--- config.mk ---
export PLATFORM = sky130hd
export DESIGN_NAME = compare_seq
export DESIGN_NICKNAME = d
export VERILOG_FILES = /design/src/rtl/compare_seq_pkg.sv /design/src/rtl/compare_seq_chunk.sv /design/src/rtl/compare_seq.sv
export SDC_FILE = /design/constraint.sdc
export NUM_CORES = 1
export LEC_CHECK = 0
export ABC_CLOCK_PERIOD_IN_PS = 10800
export CAP_MARGIN = 20
export CORE_ASPECT_RATIO = 0.75
export CORE_MARGIN = 1
export CORE_UTILIZATION = 50
export CTS_BUF_LIST = sky130_fd_sc_hd__clkbuf_4
export CTS_CLUSTER_DIAMETER = 40
export DETAILED_ROUTE_END_ITERATION = 12
export GPL_TIMING_DRIVEN = 0
export PLACE_DENSITY = 0.85
export SLEW_MARGIN = 15
export SYNTH_ARGS = -nofsm -noshare
export SYNTH_HDL_FRONTEND = slang
export SYNTH_SLANG_ARGS = --single-unit
--- constraint.sdc ---
create_clock -name clk -period 10.8 [get_ports clk]
set_clock_uncertainty 0.2 [all_clocks]
set_input_delay 1.08 -clock clk [delete_from_list [all_inputs] [get_ports clk]]
set_output_delay 1.08 -clock clk [all_outputs]
set_load 0.02 [all_outputs]
--- src/rtl/compare_seq_pkg.sv ---
// Shared definitions for the multi-cycle magnitude comparator: relation codes,
// FSM state encoding and the flag-to-relation mapping.
package compare_seq_pkg;

   localparam logic [2:0] ALU_SMALLER  = 3'd1;
   localparam logic [2:0] ALU_EQUAL    = 3'd2;
   localparam logic [2:0] ALU_LARGER   = 3'd3;
   localparam logic [2:0] ALU_NSMALLER = 3'd4;
   localparam logic [2:0] ALU_NEQUAL   = 3'd5;
   localparam logic [2:0] ALU_NLARGER  = 3'd6;

   typedef enum logic [1:0] {
      CMP_IDLE = 2'd0,
      CMP_SCAN = 2'd1,
      CMP_DONE = 2'd2
   } cmp_state_e;

   // Codes 0 and 7 are reserved.
   function automatic logic relation_illegal(input logic [2:0] rel);
      return (rel == 3'd0) || (rel == 3'd7);
   endfunction

   function automatic logic relation_result(input logic [2:0] rel, input logic lt,
                                            input logic eq, input logic gt);
      logic res;
      case (rel)
         ALU_SMALLER:  res = lt;
         ALU_EQUAL:    res = eq;
         ALU_LARGER:   res = gt;
         ALU_NSMALLER: res = !lt;
         ALU_NEQUAL:   res = !eq;
         ALU_NLARGER:  res = !gt;
         default:      res = 1'b0;
      endcase
      return res;
   endfunction

endpackage

--- src/rtl/compare_seq_chunk.sv ---
// Combinational comparator for one operand chunk; signed_en selects
// two's-complement ordering.
module compare_chunk #(
   parameter int WIDTH = 8
) (
   input  logic [WIDTH-1:0] a,
   input  logic [WIDTH-1:0] b,
   input  logic             signed_en,
   output logic             lt,
   output logic             eq,
   output logic             gt
);

   always_comb begin
      eq = (a == b);
      lt = signed_en ? ($signed(a) < $signed(b)) : (a < b);
      gt = !lt && !eq;
   end

endmodule

--- src/rtl/compare_seq.sv ---
// Multi-cycle magnitude comparator: scans operands MSB chunk first, stops at the
// first differing chunk, and reports one of six relations plus lt/eq/gt flags.
module compare_seq
   import compare_seq_pkg::*;
#(
   parameter int DATA_WIDTH  = 32,
   parameter int CHUNK_WIDTH = 8
) (
   input  logic                  clk,
   input  logic                  rst,
   input  logic                  in_valid,
   output logic                  in_ready,
   input  logic [DATA_WIDTH-1:0] op0,
   input  logic [DATA_WIDTH-1:0] op1,
   input  logic [2:0]            relation,
   input  logic                  signed_mode,
   output logic                  out_valid,
   input  logic                  out_ready,
   output logic [DATA_WIDTH-1:0] compare_result,
   output logic                  flag_lt,
   output logic                  flag_eq,
   output logic                  flag_gt,
   output logic                  illegal
);

   localparam int NCHUNK = DATA_WIDTH / CHUNK_WIDTH;
   localparam int IDX_W  = (NCHUNK > 1) ? $clog2(NCHUNK) : 1;
   localparam logic [IDX_W-1:0] IDX_TOP = IDX_W'(NCHUNK - 1);

   cmp_state_e state_q, state_d;
   logic [IDX_W-1:0] idx_q, idx_d;
   logic [NCHUNK-1:0][CHUNK_WIDTH-1:0] op0_q, op0_d, op1_q, op1_d;
   logic [2:0] relation_q, relation_d;
   logic signed_q, signed_d;
   logic in_ready_q, in_ready_d;
   logic out_valid_q, out_valid_d;
   logic result_q, result_d;
   logic lt_q, lt_d, eq_q, eq_d, gt_q, gt_d;
   logic illegal_q, illegal_d;

   logic chunk_lt, chunk_eq, chunk_gt;

   // Only the most significant chunk carries the sign bit.
   compare_chunk #(.WIDTH(CHUNK_WIDTH)) u_chunk (
      .a         (op0_q[idx_q]),
      .b         (op1_q[idx_q]),
      .signed_en (signed_q && (idx_q == IDX_TOP)),
      .lt        (chunk_lt),
      .eq        (chunk_eq),
      .gt        (chunk_gt)
   );

   always_comb begin
      state_d     = state_q;
      idx_d       = idx_q;
      op0_d       = op0_q;
      op1_d       = op1_q;
      relation_d  = relation_q;
      signed_d    = signed_q;
      in_ready_d  = in_ready_q;
      out_valid_d = out_valid_q;
      result_d    = result_q;
      lt_d        = lt_q;
      eq_d        = eq_q;
      gt_d        = gt_q;
      illegal_d   = illegal_q;
      case (state_q)
         CMP_IDLE: begin
            if (in_valid) begin
               op0_d      = op0;
               op1_d      = op1;
               relation_d = relation;
               signed_d   = signed_mode;
               idx_d      = IDX_TOP;
               in_ready_d = 1'b0;
               if (relation_illegal(relation)) begin
                  state_d     = CMP_DONE;
                  out_valid_d = 1'b1;
                  illegal_d   = 1'b1;
                  result_d    = 1'b0;
                  lt_d        = 1'b0;
                  eq_d        = 1'b0;
                  gt_d        = 1'b0;
               end else begin
                  state_d = CMP_SCAN;
               end
            end
         end
         CMP_SCAN: begin
            if (!chunk_eq || (idx_q == '0)) begin
               state_d     = CMP_DONE;
               out_valid_d = 1'b1;
               illegal_d   = 1'b0;
               lt_d        = chunk_lt;
               eq_d        = chunk_eq;
               gt_d        = chunk_gt;
               result_d    = relation_result(relation_q, chunk_lt, chunk_eq, chunk_gt);
            end else begin
               idx_d = idx_q - IDX_W'(1);
            end
         end
         CMP_DONE: begin
            if (out_ready) begin
               state_d     = CMP_IDLE;
               out_valid_d = 1'b0;
               in_ready_d  = 1'b1;
            end
         end
         default: begin
            state_d     = CMP_IDLE;
            out_valid_d = 1'b0;
            in_ready_d  = 1'b1;
         end
      endcase
   end

   // Operand registers carry no reset value; they are always reloaded on accept.
   always_ff @(posedge clk) begin
      if (rst) begin
         state_q     <= CMP_IDLE;
         idx_q       <= IDX_TOP;
         in_ready_q  <= 1'b1;
         out_valid_q <= 1'b0;
         result_q    <= 1'b0;
         lt_q        <= 1'b0;
         eq_q        <= 1'b0;
         gt_q        <= 1'b0;
         illegal_q   <= 1'b0;
      end else begin
         state_q     <= state_d;
         idx_q       <= idx_d;
         op0_q       <= op0_d;
         op1_q       <= op1_d;
         relation_q  <= relation_d;
         signed_q    <= signed_d;
         in_ready_q  <= in_ready_d;
         out_valid_q <= out_valid_d;
         result_q    <= result_d;
         lt_q        <= lt_d;
         eq_q        <= eq_d;
         gt_q        <= gt_d;
         illegal_q   <= illegal_d;
      end
   end

   assign in_ready       = in_ready_q;
   assign out_valid      = out_valid_q;
   assign compare_result = {{(DATA_WIDTH-1){1'b0}}, result_q};
   assign flag_lt        = lt_q;
   assign flag_eq        = eq_q;
   assign flag_gt        = gt_q;
   assign illegal        = illegal_q;

endmodule

==> flow_summary_export.csv <==
group,metric,value,unit
setup_path,crit_chain,"clkbuf_1 > clkbuf_1 > mux4_2 > ha_1 > nand4_1 > nor2_2 > a311o_1 > or2_1 > buf_6 > a32oi_1 > o211ai_1",
setup_path,cp_max_fo,10,
synth,synth_fa_ha_area_share,3.59,%
finish,diodes,0,
outcome,violations,"design-rule violations",
detailed_routing,firstDrtPassIters,12,
placed_design,dp_hpwl,5040,um
synth,syn_inst,227,
outcome,outcome,"complete, but fails checks",
synth,synth_area,0.00348,mm2
timing,timing.final.crit_share,35.0,%
timing,rsz0062_at_grt,"no",
clocking,insertion_delay,0.43,ns
setup_path,cp-start-kind,"flop",
timing,slew_headroom,55.9,%
timing,fin_ws,7.02,ns
setup_path,arrival,3.90,ns
synth,synth_top_family_by_area,"multiplexers",
finish,syn_to_final_growth,34.0,%
clocking,post-cts-setup-buffers,0,
setup_path,cp-end-kind,"flop",
floorplanning,num_rows,25,
synth,synthArstFlopShare,0,%
timing,hold_viol,0,
power,p_leak,1.82,nW
clocking,cts_buffer_depth,2,
timing,slew_viol_final,0,
detailed_routing,antenna_left,0,
synth,synth_edf_count,68,
global_routing,grt_antenna_before_repair,0,
setup_path,crit_required,10.92,ns
global_routing,overflow,0,
global_routing,grt_pass1_vias,2173,
setup_path,critical_path.slowest_cell,"clkbuf_1",
clocking,root_buffer,"clkbuf_4",
setup_path,cp_common_cell,"clkbuf_1",
synth,synth_compound_area_share,4.17,%
clocking,h-tree-depth,3,
synth,synth_seq_cells,79,
detailed_routing,first_iter_violations,78,
hold_path,hp-class,"reg2reg",
floorplanning,core_area,0.00651,mm2
global_routing,grt.total_usage,19.7,%
setup_path,path_buf_inv,3,
detailed_routing,route.vias.total,2173,
floorplanning,dieHeight,74.3,um
placed_design,place_congestion,0.882,
detailed_routing,wl_per_cell,15.0,um
detailed_routing,drt-vias-per-instance,4.97,
clocking,numCtsBuffers,9,
finish,final_nets,433,
power,p_per_area,136,mW/mm2
synth,synth_xor_area_share,0,%
timing,setup_viol,0,
power,ir_drop,0.0000834,V
detailed_routing,drc,1,
clocking,ctsResizeCount,0,
clocking,clock_sinks,79,
global_routing,grt_first_pass_wirelength,10400,um
synth,synth_seq_area_share,65.0,%
timing,fin_setup_tns,0,ns
clocking,cts_tree,"done",
floorplanning,fp.dieArea,0.00731,mm2
timing,period_needed,3.78,ns
placed_design,io_buffers,77,
clocking,clk_pin_slew,0.12,ns
detailed_routing,finalWirelength,6570,um
timing,worstMarginPinSlew,0.661,ns
clocking,cts_hold_buf,0,
synth,synthSimpleGateAreaFrac,6.40,%
floorplanning,start_util,53.5,%
setup_path,critical_path_class,"reg2reg",
placed_design,dp_slack,7.01,ns
floorplanning,io_pins,110,
setup_path,slowest_delay,0.57,ns
global_routing,grt_max_degree,15,
synth,syn_area_per_cell,15.3,um2
finish,drive_gt1_share,21.3,%
synth,synth_mux_area_share,11.2,%
synth,synth_ff_type,"edfxtp_1",
setup_path,cpLargestDelayFamily,"buffers and inverters",
floorplanning,die_w,98.4,um
synth,ys_warn_count,0,
synth,synth_cell_types,34,
timing,fmax,265,MHz
run,max_cap_viol_count,0,
[routing by layer]
metal	global-route usage, %	up-vias	wire length [um]
met5	0	-	0
met4	6.97	0	90
met3	8.27	10	546
met2	34.3	95	3250
met1	22.4	1023	2680
li1	-	1045	-
[synth_stat cells (2+ instances only)]
cell | n | area (um2)
nor2_1 | 6 | 22.5
mux2i_1 | 3 | 30.0
o21ai_0 | 5 | 25.0
buf_4 | 32 | 240
nor2b_1 | 2 | 12.5
nand4b_1 | 2 | 17.5
and3_1 | 2 | 12.5
nand2_1 | 9 | 33.8
a211oi_1 | 2 | 15.0
ha_1 | 10 | 125
mux4_2 | 16 | 360
inv_1 | 14 | 52.6
nand3_1 | 4 | 20.0
edfxtp_1 | 68 | 2040
a21oi_1 | 10 | 50.1
nor4_1 | 2 | 12.5
clkbuf_1 | 5 | 18.8
nor4b_1 | 2 | 17.5
nor3_1 | 5 | 25.0
o211ai_1 | 3 | 22.5
dfxtp_1 | 11 | 220
buf_2 | 2 | 10.0
[tightest hold or removal path: stages, from the launching register on]
cell and delay (ns):
dfxtp_1 0.33, inv_1 0.06, a21oi_1 0.06
[kinds of logic (layout without fill, tap and decap cells)]
group,Yosys count,count (layout)
AO/OA/AOI/OAI,24,24
AND/OR/NAND/NOR,40,40
adder cells (fa/ha/maj),10,10
multiplexers,19,19
flip-flops,79,79
buffers and inverters,54,153
other,1,31
[per-stage QoR]
| stage | power (mW) | area (um2) | instances | utilization (%) | hold WS (ns) |
|---|---|---|---|---|---|
| 6_report | 0.635 | 4670 | 437 | 71.7 | 0.275 |
| 4_1_cts | 0.642 | 4670 | 437 | 71.7 | 0.274 |
| 3_5_place_dp | 0.467 | 4530 | 421 | 69.6 | 0.256 |
| 5_1_grt | 0.663 | 4670 | 437 | 71.7 | 0.305 |
| 2_1_floorplan | 0.423 | 3590 | 257 | - | 0.289 |
| 3_3_place_gp | 0.463 | 4470 | 415 | 68.7 | 0.234 |
[worst paths after layout]
check / from / cells past startpoint / endpoint / slack [ns]
max: idx_q[1]$_SDFFE_PP1P_ / 11 / result_q$_SDFFE_PP0P_ / 7.02
min: out_valid$_SDFFE_PP0P_ / 2 / out_valid$_SDFFE_PP0P_ / 0.27
max reg2reg: idx_q[1]$_SDFFE_PP1P_ / 11 / result_q$_SDFFE_PP0P_ / 7.02
min reg2reg: out_valid$_SDFFE_PP0P_ / 2 / out_valid$_SDFFE_PP0P_ / 0.27
[registers in the layout, indices dropped and copies added (netlist names), 2 cells and up]
name / count
op0_q: 32
op1_q: 32
relation_q: 3
idx_q: 2
state_q: 2
[area by class of cell]
cell class | instances | area [um2]
well taps | 81 | 101
multi-input cells | 124 | 1000
clock buffers | 9 | 67.6
plain buffers | 40 | 280
repair buffers | 83 | 827
clock inverters | 7 | 71.3
inverters | 14 | 52.6
flip-flops and latches | 79 | 2260
fillers | 460 | 1840
[power by group]
group          internal [mW]  switching (mW)
logic                 0.0536          0.0468
registers              0.354         0.00647
clock network         0.0709           0.104
[layout by cell type, fill, tap and decap left out, types with 3 or more instances in the layout]
cell type,n
nand3_1,4
nand2_1,9
ha_1,10
buf_4,35
inv_1,14
o211ai_1,3
clkdlybuf4s50_1,77
edfxtp_1,68
mux2i_1,3
conb_1,31
nor3_1,4
o21ai_0,5
nor2_1,6
clkbuf_4,9
clkbuf_1,5
mux4_2,16
a21oi_1,10
buf_6,4
dfxtp_1,11
No activity file was read; power rests on OpenSTA's default activity.
